$ cat src/rtl/psg_pkg.sv
// Shared constants for the PSG register interface: latch register codes
// {channel[1:0], type} and the attenuation "off" value.
package psg_pkg;

    localparam logic [2:0] REG_TONE0 = 3'b000;
    localparam logic [2:0] REG_ATTN0 = 3'b001;
    localparam logic [2:0] REG_TONE1 = 3'b010;
    localparam logic [2:0] REG_ATTN1 = 3'b011;
    localparam logic [2:0] REG_TONE2 = 3'b100;
    localparam logic [2:0] REG_ATTN2 = 3'b101;
    localparam logic [2:0] REG_NOISE = 3'b110;
    localparam logic [2:0] REG_ATTN3 = 3'b111;

    localparam logic [3:0] ATTN_OFF  = 4'hF;
    localparam int         LATCH_BIT = 7;

endpackage

$ cat src/rtl/psg_strobe_sync.sv
// Synchronises the asynchronous we_n strobe and emits a one-cycle pulse on its
// falling edge. A strobe already low when reset releases never produces a pulse.
module psg_strobe_sync #(
    parameter int SYNC_STAGES = 2
) (
    input  logic clk,
    input  logic reset_n,
    input  logic we_n,
    output logic fall_pulse
);

    localparam int FILL_W = $clog2(SYNC_STAGES + 1);

    logic [SYNC_STAGES-1:0] sync_q, sync_d;
    logic                   prev_q, prev_d;
    logic                   armed_q, armed_d;
    logic [FILL_W-1:0]      fill_q, fill_d;
    logic                   sync_out;
    logic                   filled;

    always_comb begin
        sync_d     = {sync_q[SYNC_STAGES-2:0], we_n};
        sync_out   = sync_q[SYNC_STAGES-1];
        filled     = (fill_q == FILL_W'(SYNC_STAGES));
        fill_d     = filled ? fill_q : fill_q + FILL_W'(1);
        prev_d     = sync_out;
        // Arm only once the chain holds real samples and has seen we_n high.
        armed_d    = armed_q | (filled & sync_out);
        fall_pulse = armed_q & prev_q & ~sync_out;
    end

    always_ff @(posedge clk or negedge reset_n) begin
        if (!reset_n) begin
            sync_q  <= '1;
            prev_q  <= 1'b1;
            armed_q <= 1'b0;
            fill_q  <= '0;
        end else begin
            sync_q  <= sync_d;
            prev_q  <= prev_d;
            armed_q <= armed_d;
            fill_q  <= fill_d;
        end
    end

endmodule

$ cat src/rtl/psg_register_interface.sv
// Bus-side write decoder and register file for an SN76489-compatible PSG:
// latch/data byte protocol, channel state, ready throttle and LFSR-reset pulse.
module psg_register_interface
    import psg_pkg::*;
#(
    parameter int COUNTER_BITS = 10,
    parameter int READY_CYCLES = 32,
    parameter int SYNC_STAGES  = 2
) (
    input  logic                    clk,
    input  logic                    reset_n,
    input  logic [7:0]              data,
    input  logic                    we_n,
    output logic                    ready,
    output logic [COUNTER_BITS-1:0] tone_freq0,
    output logic [COUNTER_BITS-1:0] tone_freq1,
    output logic [COUNTER_BITS-1:0] tone_freq2,
    output logic [3:0]              attn0,
    output logic [3:0]              attn1,
    output logic [3:0]              attn2,
    output logic [3:0]              attn3,
    output logic [2:0]              noise_ctrl,
    output logic                    reset_lfsr
);

    localparam int CNT_W = $clog2(READY_CYCLES + 1);

    logic                    fall_pulse;
    logic                    accept;
    logic [2:0]              target;

    logic [COUNTER_BITS-1:0] tone_q [3];
    logic [COUNTER_BITS-1:0] tone_d [3];
    logic [3:0]              attn_q [4];
    logic [3:0]              attn_d [4];
    logic [2:0]              noise_q, noise_d;
    logic [2:0]              latched_q, latched_d;
    logic [CNT_W-1:0]        busy_q, busy_d;
    logic                    lfsr_q, lfsr_d;

    psg_strobe_sync #(
        .SYNC_STAGES(SYNC_STAGES)
    ) u_strobe_sync (
        .clk       (clk),
        .reset_n   (reset_n),
        .we_n      (we_n),
        .fall_pulse(fall_pulse)
    );

    assign ready  = (busy_q == '0);
    assign accept = fall_pulse & ready;
    // A latch byte addresses its own register; a data byte uses the last latch.
    assign target = data[LATCH_BIT] ? data[6:4] : latched_q;

    always_comb begin
        tone_d    = tone_q;
        attn_d    = attn_q;
        noise_d   = noise_q;
        latched_d = latched_q;
        lfsr_d    = 1'b0;
        busy_d    = (busy_q != '0) ? busy_q - CNT_W'(1) : busy_q;

        if (accept) begin
            busy_d = CNT_W'(READY_CYCLES);
            if (data[LATCH_BIT]) begin
                latched_d = data[6:4];
            end
            if (target[0]) begin
                for (int i = 0; i < 4; i++) begin
                    if (target[2:1] == 2'(i)) begin
                        attn_d[i] = data[3:0];
                    end
                end
            end else if (target == REG_NOISE) begin
                noise_d = data[2:0];
                lfsr_d  = 1'b1;
            end else begin
                for (int i = 0; i < 3; i++) begin
                    if (target[2:1] == 2'(i)) begin
                        if (data[LATCH_BIT]) begin
                            tone_d[i][3:0] = data[3:0];
                        end else begin
                            tone_d[i][COUNTER_BITS-1:4] = data[COUNTER_BITS-5:0];
                        end
                    end
                end
            end
        end
    end

    always_ff @(posedge clk or negedge reset_n) begin
        if (!reset_n) begin
            for (int i = 0; i < 3; i++) begin
                tone_q[i] <= '0;
            end
            for (int i = 0; i < 4; i++) begin
                attn_q[i] <= ATTN_OFF;
            end
            noise_q   <= '0;
            latched_q <= REG_TONE0;
            busy_q    <= '0;
            lfsr_q    <= 1'b0;
        end else begin
            tone_q    <= tone_d;
            attn_q    <= attn_d;
            noise_q   <= noise_d;
            latched_q <= latched_d;
            busy_q    <= busy_d;
            lfsr_q    <= lfsr_d;
        end
    end

    assign tone_freq0 = tone_q[0];
    assign tone_freq1 = tone_q[1];
    assign tone_freq2 = tone_q[2];
    assign attn0      = attn_q[0];
    assign attn1      = attn_q[1];
    assign attn2      = attn_q[2];
    assign attn3      = attn_q[3];
    assign noise_ctrl = noise_q;
    assign reset_lfsr = lfsr_q;

endmodule

$ cat config.mk
export PLATFORM = sky130hd
export DESIGN_NAME = psg_register_interface
export DESIGN_NICKNAME = d
export VERILOG_FILES = /design/src/rtl/psg_pkg.sv /design/src/rtl/psg_strobe_sync.sv /design/src/rtl/psg_register_interface.sv
export SDC_FILE = /design/constraint.sdc
export NUM_CORES = 1
export LEC_CHECK = 0
export BUFFER_PORTS_ARGS = -buffer_cell sky130_fd_sc_hd__buf_4
export CAP_MARGIN = 0
export CORE_MARGIN = 10
export CORE_UTILIZATION = 47
export DETAILED_ROUTE_END_ITERATION = 10
export PLACE_DENSITY = 0.68
export SLEW_MARGIN = 20
export SYNTH_ARGS = -nofsm -noshare
export SYNTH_HDL_FRONTEND = slang
export SYNTH_HIERARCHICAL = 1
export SYNTH_SLANG_ARGS = --single-unit
$ cat constraint.sdc
create_clock -name clk -period 2.6 [get_ports clk]
set_input_delay 0.26 -clock clk [delete_from_list [all_inputs] [get_ports clk]]
set_output_delay 0.26 -clock clk [all_outputs]
set_load 0.02 [all_outputs]
==> metrics.txt, run 1 <==
DRT Wirelength=5920 um; global-route usage over all layers=13.7%; CP max FO=6; CTS tree=built; Setup CP Type=reg -> out; post-CTS resize count=0; synth unique cells=33; post-placement cell count=317; post-route ant nets=0; Syn Std Cell Area=2750 um^2; RD Place Congestion=0.735; initial antenna violation count=0; critical path launch point type=flop; first-pass GRT wire length=9790 um; Clock Latency Late Sink=0.33 ns; Area growth, synth to finish=27.7%; die height=96.4 um; net switching power=0.868 mW; Int Pwr=2.15 mW; WP data arrival=2.03 ns; Post-Syn Nets=203; synth top area cells=dfrtp_1, mux2_2, dfstp_2; IO Port Bufs=61; Peak supply drop=0.513 mV; RSZ-0062 raised after global routing=no; Yosys warnings=6; htree depth=3; wire length per cell=17.8 um; register area share after synthesis=60.1%; number of global-route vias before repair=1,901; largest net degree at the start of global routing=66; max incr delay on CP=0.46 ns; crit-path cells=inv_1, ha_1, or3b_4, nor3_2, buf_4; Sink Count=65; Syn Area/Cell=14.5 um^2; Min-Delay Path Class=in -> async; Fin Hold WS=0.0243 ns; FMAX=437 MHz; IO Pins=62; fill cell count=471; CTS buffer count=9; number of buffers and inverters on the critical path=2; Area after DPL=3280 um^2; Die Area=9300 um^2; PnR Total Power=3.02 mW; total grt overflow=0; CP required=2.34 ns; Nets=269; Final Max Slew Viols=0; drt initial violations=53; setup repair bufs after CTS=0; Tmin final=2.29 ns; commonest register cell after synthesis=dfrtp_1; fin area=3510 um^2; Critical Path End Type=output pin; PD cells=860 nW/um^2; CP top delay family=simple AND/OR/NAND/NOR gates; DR vias/cell=5.24; clock power share=32.5%; Chip Width=96.4 um; relative slew slack=45.3%; Comb power frac=22.6%; max-capacitance violation count=0; register bit total from synthesis=65; clock buffer depth=2; run status=finished clean; Final Cycle Share=88.0%; static leakage=1.71 nW; Hold Violations, Final=0; Detailed Routing Iterations Pass 1=4; Sw Ratio=28.8%; setup_tns=0 ns; Post-Synthesis Cells=190; share of the synthesized area in the top cell type=41.9%; Vias=1,746; clk_skew=0.00696 ns; asr flop ratio synth=100%; # DRC=0; core area=5570 um^2; std cell rows=27; Seq pwr share=45.0%; Post-synth EDFFs=0; cts hold-fix bufs=0; layout cells sized above 1=57.1%; initial core utilization=49.3%; Root Buffer=clkbuf_8; top cell type by total area after synthesis=dfrtp_1; slowest stage cell, crit path=or3b_4; R2R setup slack=0.49 ns; Final setup viols=0; Worst Tran Pin Value=0.820 ns; Non-Filler Instances=333; DP HPWL=4120 um; Clock transition at path regs=0.07 ns; diode count=0
power by group through the flow:
stage / Sequential, mW / Combinational (mW) / Clock (mW)
6_report: 1.36 / 0.681 / 0.979
5_1_grt: 1.39 / 0.757 / 1.05
4_1_cts: 1.36 / 0.694 / 1.01
3_5_place_dp: 1.37 / 0.691 / 0
3_3_place_gp: 1.37 / 0.685 / 0
2_1_floorplan: 1.45 / 0.329 / 0
metal layers:
metal	global-route usage, %	wire length (um)	up-vias
li1	-	-	829
met1	16.9	2640	872
met2	21.2	2890	37
met3	4.78	315	8
met4	6.17	74	0
met5	0	0	-
area by class of cell:
type | count | area, um^2 | share of cell area [%]
Sequential cell | 65 | 1650 | 47.0
Clock inverter | 2 | 60.1 | 1.71
Tap cell | 72 | 90.1 | 2.57
Timing Repair Buffer | 63 | 473 | 13.5
Clock buffer | 14 | 173 | 4.92
Inverter | 3 | 11.3 | 0.321
Multi-Input combinational cell | 114 | 1050 | 30.0
metrics by stage:
step	utilization, %	setup slack (ns)
6_report	62.9	0.312
5_1_grt	62.9	0.187
4_1_cts	62.9	0.281
3_5_place_dp	58.8	0.507
3_3_place_gp	58.8	0.531
2_1_floorplan	-	0.637
state kept, by name (all words and copies together) (netlist names), 2 cells and up:
register              cells
attn2                     4
tone_freq0               10
tone_freq1               10
attn0                     4
busy_q                    6
u_strobe_sync/fill_q      2
attn3                     4
noise_ctrl                3
u_strobe_sync/sync_q      2
tone_freq2               10
latched_q                 3
attn1                     4
worst paths after layout:
| path | endpoint | depth (start not counted) | startpoint |
|---|---|---|---|
| worst min-delay path | tone_freq0[0]$_DFFE_PN0P_ | 1 | reset_n |
| worst max-delay path | ready | 5 | busy_q[0]$_DFFE_PN0P_ |
| worst max register to register | attn3[2]$_DFFE_PN1P_ | 5 | u_strobe_sync/prev_q$_DFF_PN1_ |
| max in group asynchronous | tone_freq2[5]$_DFFE_PN0P_ | 1 | reset_n |
| worst min register to register | u_strobe_sync/sync_q[1]$_DFF_PN1_ | 0 | u_strobe_sync/sync_q[0]$_DFF_PN1_ |
| min in group clk | u_strobe_sync/sync_q[0]$_DFF_PN1_ | 1 | we_n |
synthesized netlist by cell type (all sizes together), types with 2 or more instances:
library cell and number:
mux2i 3, dfrtp 46, clkbuf 4, nor3b 5, nor2 5, and3b 2, nand4 6, nand2b 2
mux2 52, o21ai 6, ha 2, xnor2 2, or3b 2, buf 4, nand2 5, o2111ai 3
dfstp 19, nor3 2, nor2b 5, inv 3, nand3b 2, a2111oi 2, nand3 2
cell families after synthesis:
logic type / share of synthesized area [%]
flip-flops: 60.1
multiplexers: 22.4
AND/OR/NAND/NOR: 9.11
AO/OA/AOI/OAI: 5.19
buffers and inverters: 1.64
XOR/XNOR: 0.638
adder cells (fa/ha/maj): 0.911
placed cells by master (no fill, tap or decap), types with 3 or more instances in the layout:
master / count
buf_4: 63
mux2_2: 48
dfrtp_1: 46
dfstp_2: 19
clkbuf_8: 12
nand4_1: 6
o21ai_0: 6
nor3b_1: 5
nand2_1: 5
nor2b_1: 5
nor2_1: 5
mux2_1: 4
inv_1: 3
mux2i_1: 3
o2111ai_1: 3
(Power assumes the default switching activity.)
==> run 2, diff against run 1 <==
--- a/config.mk
+++ b/config.mk
@@ -8,9 +8,9 @@
 export BUFFER_PORTS_ARGS = -buffer_cell sky130_fd_sc_hd__buf_4
 export CAP_MARGIN = 0
 export CORE_MARGIN = 10
-export CORE_UTILIZATION = 47
+export CORE_UTILIZATION = 33
 export DETAILED_ROUTE_END_ITERATION = 10
-export PLACE_DENSITY = 0.68
+export PLACE_DENSITY = 0.5
 export SLEW_MARGIN = 20
 export SYNTH_ARGS = -nofsm -noshare
 export SYNTH_HDL_FRONTEND = slang
==> metrics.txt, run 2 (synthesis results as in run 1) <==
setup slack after layout=0.273 ns (was 0.312 ns); std cell rows=33 (was 27); CTS tree=built (unchanged); Area after DPL=3320 um^2 (was 3280 um^2); RD Place Congestion=0.739 (was 0.735); commonest non-fill, non-tap cells in the layout=buf_4, mux2_2, dfrtp_1 (unchanged); Chip Width=111 um (was 96.4 um); PnR Total Power=2.92 mW (was 3.02 mW); Critical Path End Type=output pin (unchanged); worst r2r path cells=5 (unchanged); wire length per cell=17.8 um (about the same); IO Pins=62 (unchanged); crit-path cells=inv_1, ha_1, or3b_4, nor3_2, buf_4 (unchanged); Final Max Slew Viols=0 (unchanged); number of global-route vias before repair=1,870 (was 1,901); CP required=2.34 ns (about the same); initial core utilization=33.6% (was 49.3%); CTS buffer count=9 (unchanged); post-route ant nets=0 (unchanged); max-capacitance violation count=0 (unchanged); FMAX=430 MHz (was 437 MHz); Worst Tran Pin Value=0.827 ns (was 0.820 ns); Area growth, synth to finish=28.4% (was 27.7%); Vias=1,745 (was 1,746); CP max FO=6 (unchanged); global-route usage over all layers=10.8% (was 13.7%); PD cells=827 nW/um^2 (was 860 nW/um^2); Clock transition at path regs=0.07 ns (about the same); clock buffer depth=2 (unchanged); Detailed Routing Iterations Pass 1=4 (unchanged); first-pass GRT wire length=10,600 um (was 9790 um); Clock Latency Late Sink=0.35 ns (was 0.33 ns); initial antenna violation count=0 (unchanged); core area=8180 um^2 (was 5570 um^2); # DRC=0 (unchanged); DRT Wirelength=6550 um (was 5920 um); Nets=270 (was 269); Hold Violations, Final=0 (unchanged); diode count=0 (unchanged); layout cells sized above 1=56.9% (was 57.1%); Setup CP Type=reg -> out (unchanged); Root Buffer=clkbuf_8 (unchanged); Sink Count=65 (unchanged); Fin Hold WS=0.00919 ns (was 0.0243 ns); Final Cycle Share=89.5% (was 88.0%); clk_skew=0.00674 ns (was 0.00696 ns); IO Port Bufs=61 (unchanged); die height=111 um (was 96.4 um); slowest stage cell, crit path=or3b_4 (unchanged); WP data arrival=2.07 ns (was 2.03 ns); DR vias/cell=4.75 (was 5.24); Die Area=12,400 um^2 (was 9300 um^2); RSZ-0062 raised after global routing=no (unchanged); htree depth=3 (unchanged); setup_tns=0 ns (unchanged); fin area=3530 um^2 (was 3510 um^2); DP HPWL=4510 um (was 4120 um); run status=finished clean (unchanged); Final setup viols=0 (unchanged); critical path launch point type=flop (unchanged); largest net degree at the start of global routing=66 (unchanged); relative slew slack=44.9% (was 45.3%); setup repair bufs after CTS=0 (unchanged); total grt overflow=0 (unchanged); setup slack after placement=0.502 ns (was 0.507 ns); drt initial violations=73 (was 53); Peak supply drop=0.269 mV (was 0.513 mV); leading cell type in the layout, fill and taps excluded=buf_4 (unchanged); Min-Delay Path Class=in -> async (unchanged); static leakage=1.70 nW (was 1.71 nW); max incr delay on CP=0.46 ns (about the same); Tmin final=2.33 ns (was 2.29 ns)
-- run 2: cell types whose count changed in the layout (fill, tap and decap cells not counted) --
cell,change
clkbuf_8,-1
clkinv_2,+2
dlygate4sd3_1,+1
bufinv_16,-1
-- run 2: through the flow --
stage / util, % / cells
floorplan: - / 190
global placement: 40.6 / 350
detailed placement: 40.6 / 350
CTS: 43.0 / 366
global route: 43.1 / 367
finish: 43.1 / 367
-- run 2: final timing paths --
check	start	to	slack, ns
setup / recovery	busy_q[0]$_DFFE_PN0P_	ready	0.27
hold / removal	reset_n	u_strobe_sync/fill_q[0]$_DFFE_PN0P_	0.009
setup reg to reg	u_strobe_sync/prev_q$_DFF_PN1_	noise_ctrl[2]$_DFFE_PN0P_	0.50
hold reg to reg	u_strobe_sync/sync_q[0]$_DFF_PN1_	u_strobe_sync/sync_q[1]$_DFF_PN1_	0.36
max in group asynchronous	reset_n	noise_ctrl[0]$_DFFE_PN0P_	2.05
min in group clk	data[4]	tone_freq1[8]$_DFFE_PN0P_	0.21
-- run 2: routing by layer --
| metal | share of wire, % | vias up | track usage [%] | wire length [um] |
|---|---|---|---|---|
| li1 | - | 819 | - | - |
| met1 | 47 | 875 | 13.1 | 3050 |
| met2 | 46 | 43 | 16.3 | 2990 |
| met3 | 6.5 | 8 | 5.09 | 427 |
| met4 | 1.3 | 0 | 3.86 | 82 |
| met5 | 0 | - | 0 | 0 |
-- run 2: what timing repair did --
item / in CTS / in global routing
setup endpoints to repair: 0 / 0
endpoints found under the hold margin: 0 / 1
hold buffers: 0 / 1
resized for setup: 0 / 0
-- run 2: area by class of cell --
class	instances	area [um^2]
fill	811	4650
sequential	65	1650
multi-input combinational	114	1050
timing repair buffer	64	483
clock buffer	13	159
tap	105	131
clock inverter	3	40.0
inverter	3	11.3
-- run 2: power breakdown --
part / internal [mW] / leakage [nW] / switching [mW]
Combinational: 0.322 / 0.786 / 0.365
Clock: 0.493 / 0.103 / 0.380
Sequential: 1.21 / 0.811 / 0.150
-- run 2: worst max-delay path, delay by kind of cell (launching register included) --
family / cells / cell delay (ns)
flops: 1 / 0.41
fa+ha+maj: 1 / 0.20
buf+inv: 2 / 0.30
simple gates: 2 / 0.81
